===== config.mk =====
export PLATFORM = sky130hd
export DESIGN_NAME = program_loader
export DESIGN_NICKNAME = d
export VERILOG_FILES = /design/src/rtl/program_loader.sv
export SDC_FILE = /design/constraint.sdc
export NUM_CORES = 1
export LEC_CHECK = 0
export CAP_MARGIN = 20
export CORE_MARGIN = 1
export CORE_UTILIZATION = 60
export DETAILED_ROUTE_END_ITERATION = 6
export DONT_BUFFER_PORTS = 1
export GPL_TIMING_DRIVEN = 0
export PLACE_DENSITY = 0.82
export SYNTH_ARGS = -nofsm -noshare
export SYNTH_HDL_FRONTEND = slang
export SYNTH_SLANG_ARGS = --single-unit

===== constraint.sdc =====
create_clock -name clk -period 2.48 [get_ports clk]
set_input_delay 0.248 -clock clk [delete_from_list [all_inputs] [get_ports clk]]
set_output_delay 0.248 -clock clk [all_outputs]
set_load 0.02 [all_outputs]

===== src/rtl/program_loader.sv =====
// Receives a framed program stream (header count, N words, XOR checksum), writes the
// words into CPU program RAM, and releases the CPU with PC_Enable once the frame verifies.
module program_loader #(
    parameter int DATA_W = 11,
    parameter int ADDR_W = 3,
    parameter int DEPTH  = 8
) (
    input  logic              clk,
    input  logic              reset,
    input  logic              start,
    input  logic              in_valid,
    input  logic [DATA_W-1:0] in_data,
    output logic              in_ready,
    output logic              RAM_Write_Enable,
    output logic [ADDR_W-1:0] RAM_Write_Address,
    output logic [DATA_W-1:0] RAM_Write_Data,
    output logic              PC_Enable,
    output logic              busy,
    output logic              done,
    output logic              error
);

    typedef enum logic [2:0] {
        S_IDLE,
        S_HEADER,
        S_LOAD,
        S_CHECK,
        S_RUN,
        S_ERROR
    } state_t;

    localparam logic [ADDR_W:0]   DEPTH_C  = (ADDR_W+1)'(DEPTH);
    localparam logic [ADDR_W:0]   CNT_ONE  = (ADDR_W+1)'(1);
    localparam logic [ADDR_W-1:0] ADDR_ONE = ADDR_W'(1);

    state_t              state_q, state_d;
    logic [ADDR_W:0]     cnt_q, cnt_d;
    logic [ADDR_W-1:0]   addr_q, addr_d;
    logic [DATA_W-1:0]   csum_q, csum_d;
    logic                we_q, we_d;
    logic [ADDR_W-1:0]   waddr_q, waddr_d;
    logic [DATA_W-1:0]   wdata_q, wdata_d;
    logic                pc_en_q, pc_en_d;
    logic                busy_q, busy_d;
    logic                done_q, done_d;
    logic                error_q, error_d;

    logic                accept;
    logic [ADDR_W:0]     hdr_cnt;
    logic [ADDR_W:0]     last_addr;

    assign in_ready  = (state_q == S_HEADER) || (state_q == S_LOAD) || (state_q == S_CHECK);
    assign accept    = in_valid && in_ready;
    assign hdr_cnt   = in_data[ADDR_W:0];
    assign last_addr = cnt_q - CNT_ONE;

    always_comb begin
        state_d = state_q;
        cnt_d   = cnt_q;
        addr_d  = addr_q;
        csum_d  = csum_q;
        we_d    = 1'b0;
        waddr_d = waddr_q;
        wdata_d = wdata_q;

        case (state_q)
            S_IDLE: begin
                if (start) state_d = S_HEADER;
            end
            S_HEADER: begin
                if (accept) begin
                    cnt_d = hdr_cnt;
                    if ((hdr_cnt == '0) || (hdr_cnt > DEPTH_C)) begin
                        state_d = S_ERROR;
                    end else begin
                        addr_d  = '0;
                        csum_d  = '0;
                        state_d = S_LOAD;
                    end
                end
            end
            S_LOAD: begin
                if (accept) begin
                    we_d    = 1'b1;
                    waddr_d = addr_q;
                    wdata_d = in_data;
                    csum_d  = csum_q ^ in_data;
                    addr_d  = addr_q + ADDR_ONE;
                    if ({1'b0, addr_q} == last_addr) state_d = S_CHECK;
                end
            end
            S_CHECK: begin
                if (accept) state_d = (in_data == csum_q) ? S_RUN : S_ERROR;
            end
            S_RUN, S_ERROR: begin
                if (start) state_d = S_HEADER;
            end
            default: state_d = S_IDLE;
        endcase

        // Status flags are registered from the next state so they line up with state_q.
        pc_en_d = (state_d == S_RUN);
        done_d  = (state_d == S_RUN);
        error_d = (state_d == S_ERROR);
        busy_d  = (state_d == S_HEADER) || (state_d == S_LOAD) || (state_d == S_CHECK);
    end

    always_ff @(posedge clk) begin
        if (reset) begin
            state_q <= S_IDLE;
            cnt_q   <= '0;
            addr_q  <= '0;
            csum_q  <= '0;
            we_q    <= 1'b0;
            waddr_q <= '0;
            wdata_q <= '0;
            pc_en_q <= 1'b0;
            busy_q  <= 1'b0;
            done_q  <= 1'b0;
            error_q <= 1'b0;
        end else begin
            state_q <= state_d;
            cnt_q   <= cnt_d;
            addr_q  <= addr_d;
            csum_q  <= csum_d;
            we_q    <= we_d;
            waddr_q <= waddr_d;
            wdata_q <= wdata_d;
            pc_en_q <= pc_en_d;
            busy_q  <= busy_d;
            done_q  <= done_d;
            error_q <= error_d;
        end
    end

    assign RAM_Write_Enable  = we_q;
    assign RAM_Write_Address = waddr_q;
    assign RAM_Write_Data    = wdata_q;
    assign PC_Enable         = pc_en_q;
    assign busy              = busy_q;
    assign done              = done_q;
    assign error             = error_q;

endmodule


Word-level counts from Yosys, hierarchy flattened --
Index checks and enable logic that the tools add are counted.
Word-level totals: bits of input ports 15, output and inout bits 20, word-level logic and storage cells 61, register bits after elaboration 39
Cells by class: bitwise gates (word level) 2, magnitude comparators 1, mux-type cells 17, $add $sub $neg 2, eq/ne operators 15, reduce and logical (&&, ||, !) cells 14
Operator list (number):
- two-way mux 11 bit | 3
- two-way mux 3 bit | 9
- one-hot mux 11 bit (2 select lines) | 1
- == test 3 x 2 -> 1 bit (second input constant) | 4
- == test 3 bit (second input constant) | 4
- one-hot mux 3 bit (4 select lines) | 1
- == test 11 bit | 1
- bitwise XOR 11 bit | 1
- == test 3 x 1 -> 1 bit (second input constant) | 2
- inequality test 2 bit (second input constant) | 3
- one-hot mux 3 bit (2 select lines) | 1
- logical OR 1 bit | 5
- == test 3 x 4 -> 1 bit | 1
- > comparator 4 bit (second input constant) | 1
- zero test 4 bit | 1
- AND reduction 2 bit | 2
- AND reduction 4 bit | 1
- subtractor 4 x 1 -> 4 bit (second input constant) | 1
- adder 3 x 1 -> 3 bit (second input constant) | 1
- zero test 3 bit | 1
- OR reduction 3 bit | 1
- two-way mux 1 bit | 2
- nonzero test 2 bit | 1
- OR reduction 2 bit | 1
- 2 further kinds | 2

Logic depth before layout (Yosys ltp) --
Gate-level depths: netlist (run 1).
depth after elaboration 9, mapped depth 8, mapped depth without buffers 7

Worst setup path after synthesis (run 1) --
OpenSTA, ideal clock, no wires.
path type register to register, start register state_q[1], end register done_q (netlist: done), data arrival time 1.748 ns, clock period less this slack 1.865 ns, path buffers 3, path slack 0.615 ns, stages on the path, launching flop included 9, library setup time 0.117 ns, required time 2.363 ns, path through dfxtp_1 buf_4 or3b_1 buf_2 or2_1 buf_6 a2111oi_4 a211oi_2 nor2b_4
On the way: longest elaborated chain between the ends 7, elaborated cells between the ends (all ways) 17, classes of those cells 6 x eq/ne; 6 x mux; 5 x reduce/logical
Ends and longest elaborated chain:
- start: declaration | RTL line 36 | state_t state_q, state_d;
- start signal: assignment | RTL line 122 | state_q <= state_d;
- == test 3 x 1 -> 1 bit / == test 3 x 2 -> 1 bit (equally long branches) | RTL line 52, 66
- logical OR 1 bit (2 in series) | RTL line 52 | assign in_ready = (state_q == S_HEADER) || (state_q == S_LOAD) || (state_q == S_CHECK);
- logical AND 1 bit | RTL line 53 | assign accept = in_valid && in_ready;
- two-way mux 3 bit, on equally long branches | RTL line 93, 71, 83
- one-hot mux 3 bit (4 select lines) * | RTL line 66 | case (state_q)
- == test 3 bit * | RTL line 103 | done_d = (state_d == S_RUN);
- end signal: assignment | RTL line 131 | done_q <= done_d;
- end: declaration | RTL line 45 | logic done_q, done_d;
Every way passes the cells marked *; elsewhere a longest branch is shown, timed or not. A chain may end at the register's enable or synchronous reset.

Worst setup path in the final report (run 1) --
start register state_q[1], end register csum_q[4]
On the way: longest elaborated chain between the ends 6, elaborated cells between the ends (all ways) 12, classes of those cells 6 x eq/ne; 1 x mux; 5 x reduce/logical
Ends and longest elaborated chain:
- == test 3 x 1 -> 1 bit / == test 3 x 2 -> 1 bit (equally long branches) | RTL line 52, 66
- logical OR 1 bit (2 in series) | RTL line 52
- logical AND 1 bit | RTL line 53
- inequality test 2 bit (no line)
- AND reduction 4 bit (no line)
- end signal: assignment | RTL line 125 | csum_q <= csum_d;
- end: declaration | RTL line 39 | logic [DATA_W-1:0] csum_q, csum_d;
Parallel ways exist; a longest one is shown, timed or not.

==> results of run 1 <==
metrics by stage:
stage / hold slack [ns] / area [um2] / setup slack [ns]
after CTS: 0.0157 / 1870 / 0.484
after global placement: 0.399 / 1820 / 0.523
after global routing: 0.0246 / 1870 / 0.334
after detailed placement: 0.410 / 1820 / 0.506
final: 0.0243 / 1870 / 0.483
after floorplan: 0.395 / 1780 / 0.615
area by class of cell:
| cell class | count | area, um2 | share of cell area [%] |
|---|---|---|---|
| Clock buffer | 6 | 41.3 | 2.21 |
| Clock inverter | 2 | 12.5 | 0.668 |
| Inverter | 5 | 18.8 | 1.00 |
| Tap cell | 31 | 38.8 | 2.07 |
| Multi-Input combinational cell | 156 | 917 | 49.0 |
| Buffer | 12 | 62.6 | 3.34 |
| Sequential cell | 39 | 781 | 41.7 |
where the power goes:
part | internal [mW] | switching [mW] | total (mW)
logic | 0.0419 | 0.0632 | 0.105
clock network | 0.109 | 0.215 | 0.324
registers | 0.641 | 0.0179 | 0.659
kinds of logic after synthesis:
group | Yosys count | share of synthesized area (%)
buf+inv | 17 | 4.57
compound gates | 47 | 15.9
fa+ha+maj | 2 | 1.41
mux | 4 | 2.25
simple gates | 87 | 24.1
flops | 39 | 43.9
xor+xnor | 16 | 7.88
per-layer routing:
layer  GRT usage (%)  wire, um  vias to the layer above
li1                -         -                      726
met5               0         0                        -
met4            15.0       126                        0
met2            43.4      1940                       57
met3            11.8       328                       16
met1            29.9      1510                      677
path summary, 6_finish.rpt:
check        startpoint                    to  slack (ns)  cells past startpoint
max reg2reg  state_q[1]             csum_q[4]        0.48                      8
min reg2reg   addr_q[2]  RAM_Write_Address[2]        0.51                      2
max          state_q[1]             csum_q[4]        0.48                      8
min          in_data[8]     RAM_Write_Data[8]        0.02                      2
cell usage after synthesis (2+ instances only):
master,instances
or3b_1,2
or4_1,2
clkbuf_1,6
o21ai_0,11
nand4_1,2
a21oi_1,28
buf_2,2
inv_1,5
nor3_1,5
nor4_1,2
dfxtp_1,39
nor2_1,21
buf_4,2
nand2_1,32
or2_0,11
mux2i_1,4
xnor2_1,14
ha_1,2
xor2_1,2
registers in the layout, summed over array words and instances (netlist names):
name               flops
state_q                3
cnt_q                  4
done                   1
RAM_Write_Enable       1
busy                   1
addr_q                 3
csum_q                11
RAM_Write_Address      3
RAM_Write_Data        11
error                  1
==> results.toml, run 1 <==
[run_status]
status = "completed"

[layout]
fin_nets = 236
areaGrowthSynthToFinish_pct = 5.20
n_fill_cell = 245
layout-drive-gt1-share_pct = 8.18
final_util_pct = 67.3
num_antenna_cells = 0
final_cell_mix = "dfxtp_1 (39), nand2_1 (32), a21oi_1 (28), nor2_1 (21), xnor2_1 (14)"
layout_commonest_cell = "dfxtp_1"
layoutNonFillerInstCount = 251

[timing]
tightest_slew_ns = 0.542
skew_ns = 0.00830
rsz0062_at_grt = "no"
post-route-period-util_pct = 80.5
clock.fmax_mhz = 501
setup-violations-final = 0
timing.final.crit_period_ns = 2.00
hold_viol = 0
report.final.slew_viol_count = 0
setup_tns_ns = 0
slew-limit-headroom_pct = 63.9

[global_routing]
grt_pass1_vias = 1485
antenna_found_initial = 0
grt_max_degree = 13
gr-total-overflow = 0
grt.total_usage_pct = 27.1
grt_pass1_wl_mm = 6.41

[setup_path]
critical_path_arrival_ns = 2.24
critPathRequiredTime_ns = 2.72
cp_max_fo = 10
crit_top_cell = "a21oi_1"
crit_family = "buffers and inverters"
crit_slowest_cell = "or3b_1"
crit_buf_inv = 3
max_stage_delay_ns = 0.34
crit_type = "reg2reg"
crit_path_end_kind = "register"
critical_path.cell_chain = "buf_4 -> or3b_1 -> buf_2 -> nor2_4 -> a21oi_1 -> clkbuf_1 -> o21ai_0 -> a21oi_1"
critPathLaunchType = "register"

[clock_network]
cts_tree = "built"
cts_inserted_buffers = 5
clock_latency_ns = 0.36
cts_buffer_depth = 2
clock-sinks = 39
clk_pin_slew_worst_paths_ns = 0.12
cts_max_level = 2
postCtsSetupBuffers = 0
cts_root_buffer = "clkbuf_4"
cts-hold-fix-buffers = 0
post_cts_resized = 0

[routing]
first_pass_iters = 4
drc = 0
wire_per_inst_um = 15.5
wl_mm = 3.90
via_count = 1476
viasPerCell = 5.88
ant_nets = 0
drt-initial-drc-count = 57

[yosys]
synthCells = 212
ys_types = 39
synth_top_area_share_pct = 43.9
syn_area_per_cell_um2 = 8.39
ys_dominant_reg_cell = "dfxtp_1"
seq_area_frac_synth_pct = 43.9
syn_area_mm2 = 0.00178
synth-edff-count = 0
synth_top_area_cell = "dfxtp_1"
syn-num-nets = 229
ys_warn_count = 0
synth_seq_cells = 39
yosys-top-cells-area = "dfxtp_1 (44%), a21oi_1 (7.9%), xnor2_1 (6.9%), nand2_1 (6.8%), nor2_1 (4.4%)"
async_flop_share_pct = 0

[die]
fp.dieH_um = 56.5
die_width_um = 56.5
coreArea_mm2 = 0.00278
die-area_mm2 = 0.00319
num_rows = 19
start_util_pct = 64.0
io_pins = 35

[placed_design]
hpwlAfterDp_mm = 2.91
dpl.cell_count = 243
placement.io_buffers = 0
gp_congestion = 0.825

[pwr]
power_density_mw_per_mm2 = 581
vdd_ir_drop_max_v = 0.000575
power_mw = 1.09
power.leakage_nw = 0.614

[run]
drv_cap = 0

[worst_hold_path]
hold_path.class = "in2reg"
Note: power is estimated with default switching activity, not from simulation.
==> run 2: changes to the inputs <==
==> constraint.sdc (replaced) <==
create_clock -name clk -period 2.1 [get_ports clk]
set_input_delay 0.21 -clock clk [delete_from_list [all_inputs] [get_ports clk]]
set_output_delay 0.21 -clock clk [all_outputs]
set_load 0.02 [all_outputs]
==> run 2 against run 1 <==
First-iteration DRC count is 91% higher. Highest routed layer unchanged. Fmax is 0.28% higher. Core utilization is 2.9 points higher. Non-clock buffer count is 8 higher. Critical path type unchanged. Cell count is 3.2% higher. Design area is 4.3% higher.
==> results.toml, run 2 (synthesis gave the netlist of run 1 again) <==
[routing]
wl_mm = 4.07
first_pass_iters = 4
ant_nets = 0
viasPerCell = 5.85
wire_per_inst_um = 15.7
drc = 0
drt-initial-drc-count = 109
via_count = 1514

[global_routing]
grt_pass1_wl_mm = 6.67
grt_max_degree = 13
gr-total-overflow = 0
grt_pass1_vias = 1526
antenna_found_initial = 0
grt.total_usage_pct = 28.2

[setup_path]
crit_type = "reg2reg"
cp_max_fo = 8
critical_path_arrival_ns = 2.26
critPathLaunchType = "register"
critPathRequiredTime_ns = 2.37
r2r_cells = 8
reg2reg_setup_slack_ns = 0.11
r2r-start = "state_q[1]"
crit_path_end_kind = "register"
r2r_end = "done"

[clock_network]
cts_tree = "built"
postCtsSetupBuffers = 0
clk_pin_slew_worst_paths_ns = 0.12
cts_root_buffer = "clkbuf_4"
clock_latency_ns = 0.37
clock-sinks = 39
cts_max_level = 2
cts_buffer_depth = 2
cts_inserted_buffers = 5

[layout]
fin_nets = 244
final_cell_mix = "dfxtp_1 (39), nand2_1 (32), a21oi_1 (28), nor2_1 (21), xnor2_1 (14)"
layout_commonest_cell = "dfxtp_1"
areaGrowthSynthToFinish_pct = 9.77
num_antenna_cells = 0
layout-drive-gt1-share_pct = 8.33
n_fill_cell = 231

[die]
io_pins = 35
die_width_um = 56.5
start_util_pct = 64.0
num_rows = 19
fp.dieH_um = 56.5
die-area_mm2 = 0.00319
coreArea_mm2 = 0.00278

[placed_design]
hpwlAfterDp_mm = 2.91
dp_slack_ns = 0.126
placement.io_buffers = 0
gp_congestion = 0.825

[worst_hold_path]
hp-start = "in_data[0]"
hold_end = "RAM_Write_Data[0]"
min_path_cells = 2
hold_path.class = "in2reg"

[run_status]
status = "completed"

[timing]
timing.final.crit_period_ns = 1.99
setup_ws_ns = 0.109
clock.fmax_mhz = 502
slew-limit-headroom_pct = 62.2
tightest_slew_ns = 0.562
report.final.slew_viol_count = 0
setup_tns_ns = 0
rsz0062_at_grt = "no"
setup-violations-final = 0
whs_ns = 0.00593
hold_viol = 0
skew_ns = 0.00852
post-route-period-util_pct = 94.8

[pwr]
power.leakage_nw = 0.650
power_density_mw_per_mm2 = 667
power_mw = 1.30
vdd_ir_drop_max_v = 0.000682

[run]
drv_cap = 0
run 2: changes by cell type in the layout (fill, tap and decap cells not counted), sizes merged:
cell         previous run  this run
dlygate4sd3             0         8
run 2: worst max-delay path, cell delays in order (launching register included):
cell and delay (ns):
dfxtp_1 0.33, buf_4 0.14, or3b_1 0.33, buf_2 0.17
or2_1 0.22, buf_6 0.14, a2111oi_4 0.33, a211oi_2 0.09
nor2b_4 0.14
run 2: cell type report:
class / instances / area, um2 / share of cell area [%]
Buffer: 12 / 63.8 / 3.27
Clock buffer: 6 / 41.3 / 2.11
Clock inverter: 2 / 12.5 / 0.641
Inverter: 5 / 18.8 / 0.961
Multi-Input combinational cell: 156 / 917 / 47.0
Sequential cell: 39 / 781 / 40.0
Tap cell: 31 / 38.8 / 1.99
Timing Repair Buffer: 8 / 80.1 / 4.10
run 2: power by group:
part	switching [mW]	total (mW)	leakage (nW)	internal [mW]
combinational	0.0782	0.138	0.306	0.0597
clock	0.258	0.387	0.0282	0.129
sequential	0.0212	0.778	0.315	0.757
total	0.357	1.30	0.650	0.945
run 2: worst max-delay path by stage:
stage | start | to | slack [ns] | cells after the start
finish | state_q[1] | done | 0.11 | 8
global route | state_q[1] | csum_q[4] | 0.001 | 8
CTS | state_q[1] | done | 0.10 | 8
detailed placement | state_q[1] | done | 0.13 | 8
global placement | state_q[1] | done | 0.14 | 8
floorplan | state_q[1] | done | 0.24 | 8
run 2: routing by layer:
metal  up-vias  GRT usage, %  routed length [um]
met1       699          32.1                1580
met5         -             0                   0
met4         0          16.4                 116
met3        12          11.1                 346
met2        61          44.5                2020
li1        742             -                   -
run 2: stage by stage:
step	instance area, um2	cells	utilization [%]
after floorplan	1780	212	-
after global placement	1820	243	65.4
after detailed placement	1820	243	65.4
after CTS	1950	259	70.2
after global routing	1950	259	70.2
final	1950	259	70.2
run 2: timing repair:
action | in CTS | in global routing
setup endpoints to repair | 0 | 7
hold endpoints to repair | 8 | 0
gates resized for setup | 0 | 2
hold buffers | 8 | 0
==> run 3: changes to the inputs <==
--- a/config.mk
+++ b/config.mk
@@ -6,12 +6,15 @@
 export NUM_CORES = 1
 export LEC_CHECK = 0
 export CAP_MARGIN = 20
+export CELL_PAD_IN_SITES_DETAIL_PLACEMENT = 0
+export CELL_PAD_IN_SITES_GLOBAL_PLACEMENT = 1
 export CORE_MARGIN = 1
-export CORE_UTILIZATION = 60
+export CORE_UTILIZATION = 41
 export DETAILED_ROUTE_END_ITERATION = 6
 export DONT_BUFFER_PORTS = 1
 export GPL_TIMING_DRIVEN = 0
-export PLACE_DENSITY = 0.82
+export MAX_ROUTING_LAYER = met4
+export PLACE_DENSITY = 0.79
 export SYNTH_ARGS = -nofsm -noshare
 export SYNTH_HDL_FRONTEND = slang
 export SYNTH_SLANG_ARGS = --single-unit
==> constraint.sdc (replaced) <==
create_clock -name clk -period 1.8 [get_ports clk]
set_input_delay 0.18 -clock clk [delete_from_list [all_inputs] [get_ports clk]]
set_output_delay 0.18 -clock clk [all_outputs]
set_load 0.02 [all_outputs]
==> run 3 against run 2 <==
Clock power up 65%. Worst setup slack got worse by 0.12 ns. The flow now finishes with violations (setup timing). Critical path type unchanged. Largest power group unchanged. Clock skew decreased by 0.0030 ns.
==> results.toml, run 3 (synthesis gave the netlist of run 1 again) <==
[run_status]
status = "complete, but fails checks"
violations = "setup timing"

[setup_path]
r2r_end = "done"
crit_buf_inv = 1
crit_path_end_kind = "register"
crit_family = "simple AND/OR/NAND/NOR gates"
r2r_cells = 7
crit_type = "reg2reg"
critical_path_arrival_ns = 1.99
reg2reg_setup_slack_ns = -0.02
crit_slowest_cell = "or4_4"
critPathRequiredTime_ns = 1.98
critPathLaunchType = "register"
r2r-start = "cnt_q[0]"
critical_path.cell_chain = "inv_4 -> ha_4 -> xor2_1 -> or4_4 -> a2111oi_4 -> a211oi_2 -> nor2b_4"
max_stage_delay_ns = 0.43
cp_max_fo = 5

[die]
die-area_mm2 = 0.00461
num_rows = 23
start_util_pct = 43.5
fp.dieH_um = 67.9
io_pins = 35
coreArea_mm2 = 0.00409
die_width_um = 67.9

[global_routing]
grt_pass1_wl_mm = 6.57
antenna_found_initial = 0
grt_max_degree = 12
gr-total-overflow = 0
grt.total_usage_pct = 20.5
grt_pass1_vias = 1408

[timing]
report.final.slew_viol_count = 0
whs_ns = 0.0438
slew-limit-headroom_pct = 66.8
setup_ws_ns = -0.0152
hold_viol = 0
rsz0062_at_grt = "yes"
timing.final.crit_period_ns = 1.82
skew_ns = 0.00554
post-route-period-util_pct = 101
setup-violations-final = 1
tightest_slew_ns = 0.498
clock.fmax_mhz = 551

[routing]
drt-initial-drc-count = 68
first_pass_iters = 4
wl_mm = 3.96
via_count = 1433
wire_per_inst_um = 14.4
viasPerCell = 5.21
drc = 0
ant_nets = 0

[worst_hold_path]
hold_path.class = "in2reg"
min_path_cells = 2
hold_end = "RAM_Write_Data[5]"
hp-start = "in_data[5]"

[placed_design]
hpwlAfterDp_mm = 2.83
placement.io_buffers = 0
gp_congestion = 0.811
dp_slack_ns = -0.160

[clock_network]
clock_latency_ns = 0.28
cts_tree = "built"
cts_buffer_depth = 2
cts_max_level = 2
cts_inserted_buffers = 5
clock-sinks = 39
clk_pin_slew_worst_paths_ns = 0.07
cts_root_buffer = "clkbuf_8"

[layout]
areaGrowthSynthToFinish_pct = 14.8
num_antenna_cells = 0
layout-drive-gt1-share_pct = 15.6
n_fill_cell = 414
final_cell_mix = "dfxtp_1 (35), nand2_1 (32), a21oi_1 (27), nor2_1 (21), xnor2_1 (14)"
layout_commonest_cell = "dfxtp_1"
final_util_pct = 50.0
fin_nets = 241

[pwr]
vdd_ir_drop_max_v = 0.000321
power.leakage_nw = 0.680
power_density_mw_per_mm2 = 836

[run]
drv_cap = 0
-- run 3: changes by cell type in the layout (fill, tap and decap cells not counted), moves of 2 or more --
cell	change
clkbuf_8	+8
dlygate4sd3_1	-8
buf_4	+4
clkbuf_4	-4
dfxtp_1	-4
dfxtp_2	+3
buf_2	-2
buf_6	+2
inv_1	-2
-- run 3: metrics by stage --
step / instances / total power, mW / cell area (um2) / setup TNS (ns)
3_3_place_gp: 262 / 1.07 / 1850 / -2.85
4_1_cts: 275 / 1.73 / 2040 / -0.0780
3_5_place_dp: 262 / 1.07 / 1850 / -2.98
2_1_floorplan: 212 / 1.04 / 1790 / 0
5_1_grt: 275 / 1.79 / 2040 / -0.0638
6_report: 275 / 1.71 / 2040 / -0.0152
-- run 3: worst max-delay path by stage --
stage / start / endpoint / slack [ns] / depth (start not counted)
after floorplan: cnt_q[0] / done / 0.002 / 7
after global placement: state_q[1] / RAM_Write_Data[7] / -0.15 / 8
after detailed placement: state_q[1] / csum_q[10] / -0.16 / 8
after CTS: cnt_q[0] / done / -0.07 / 7
after global routing: cnt_q[0] / done / -0.06 / 7
final: cnt_q[0] / done / -0.02 / 7
-- run 3: per-layer routing --
layer,wire (um),part of all wire (%),vias to the layer above,global-route usage (%)
met5,0,0,-,-
met2,1900,48,31,33.7
li1,-,-,739,-
met3,211,5.3,5,5.33
met1,1800,46,658,24.5
met4,48,1.2,0,6.25
-- run 3: report_power, final --
group,internal [mW],total (mW),switching (mW)
sequential,0.882,0.908,0.0258
clock,0.350,0.639,0.290
combinational,0.0703,0.159,0.0891
-- run 3: area by class of cell --
| class | instances | area, um2 | share of cell area [%] |
|---|---|---|---|
| Timing Repair Buffer | 6 | 42.5 | 2.08 |
| Tap cell | 50 | 62.6 | 3.06 |
| Sequential cell | 39 | 788 | 38.6 |
| Inverter | 5 | 21.3 | 1.04 |
| Clock buffer | 8 | 100 | 4.90 |
| Buffer | 11 | 81.3 | 3.98 |
| Multi-Input combinational cell | 156 | 946 | 46.3 |
-- run 3: what timing repair did --
action | CTS | global route
setup buffers | 4 | 1
resized for setup | 16 | 4
cloned | 1 | 0
pin swaps | 3 | 2
hold buffers | 0 | 0
endpoints found under the setup margin | 24 | 18
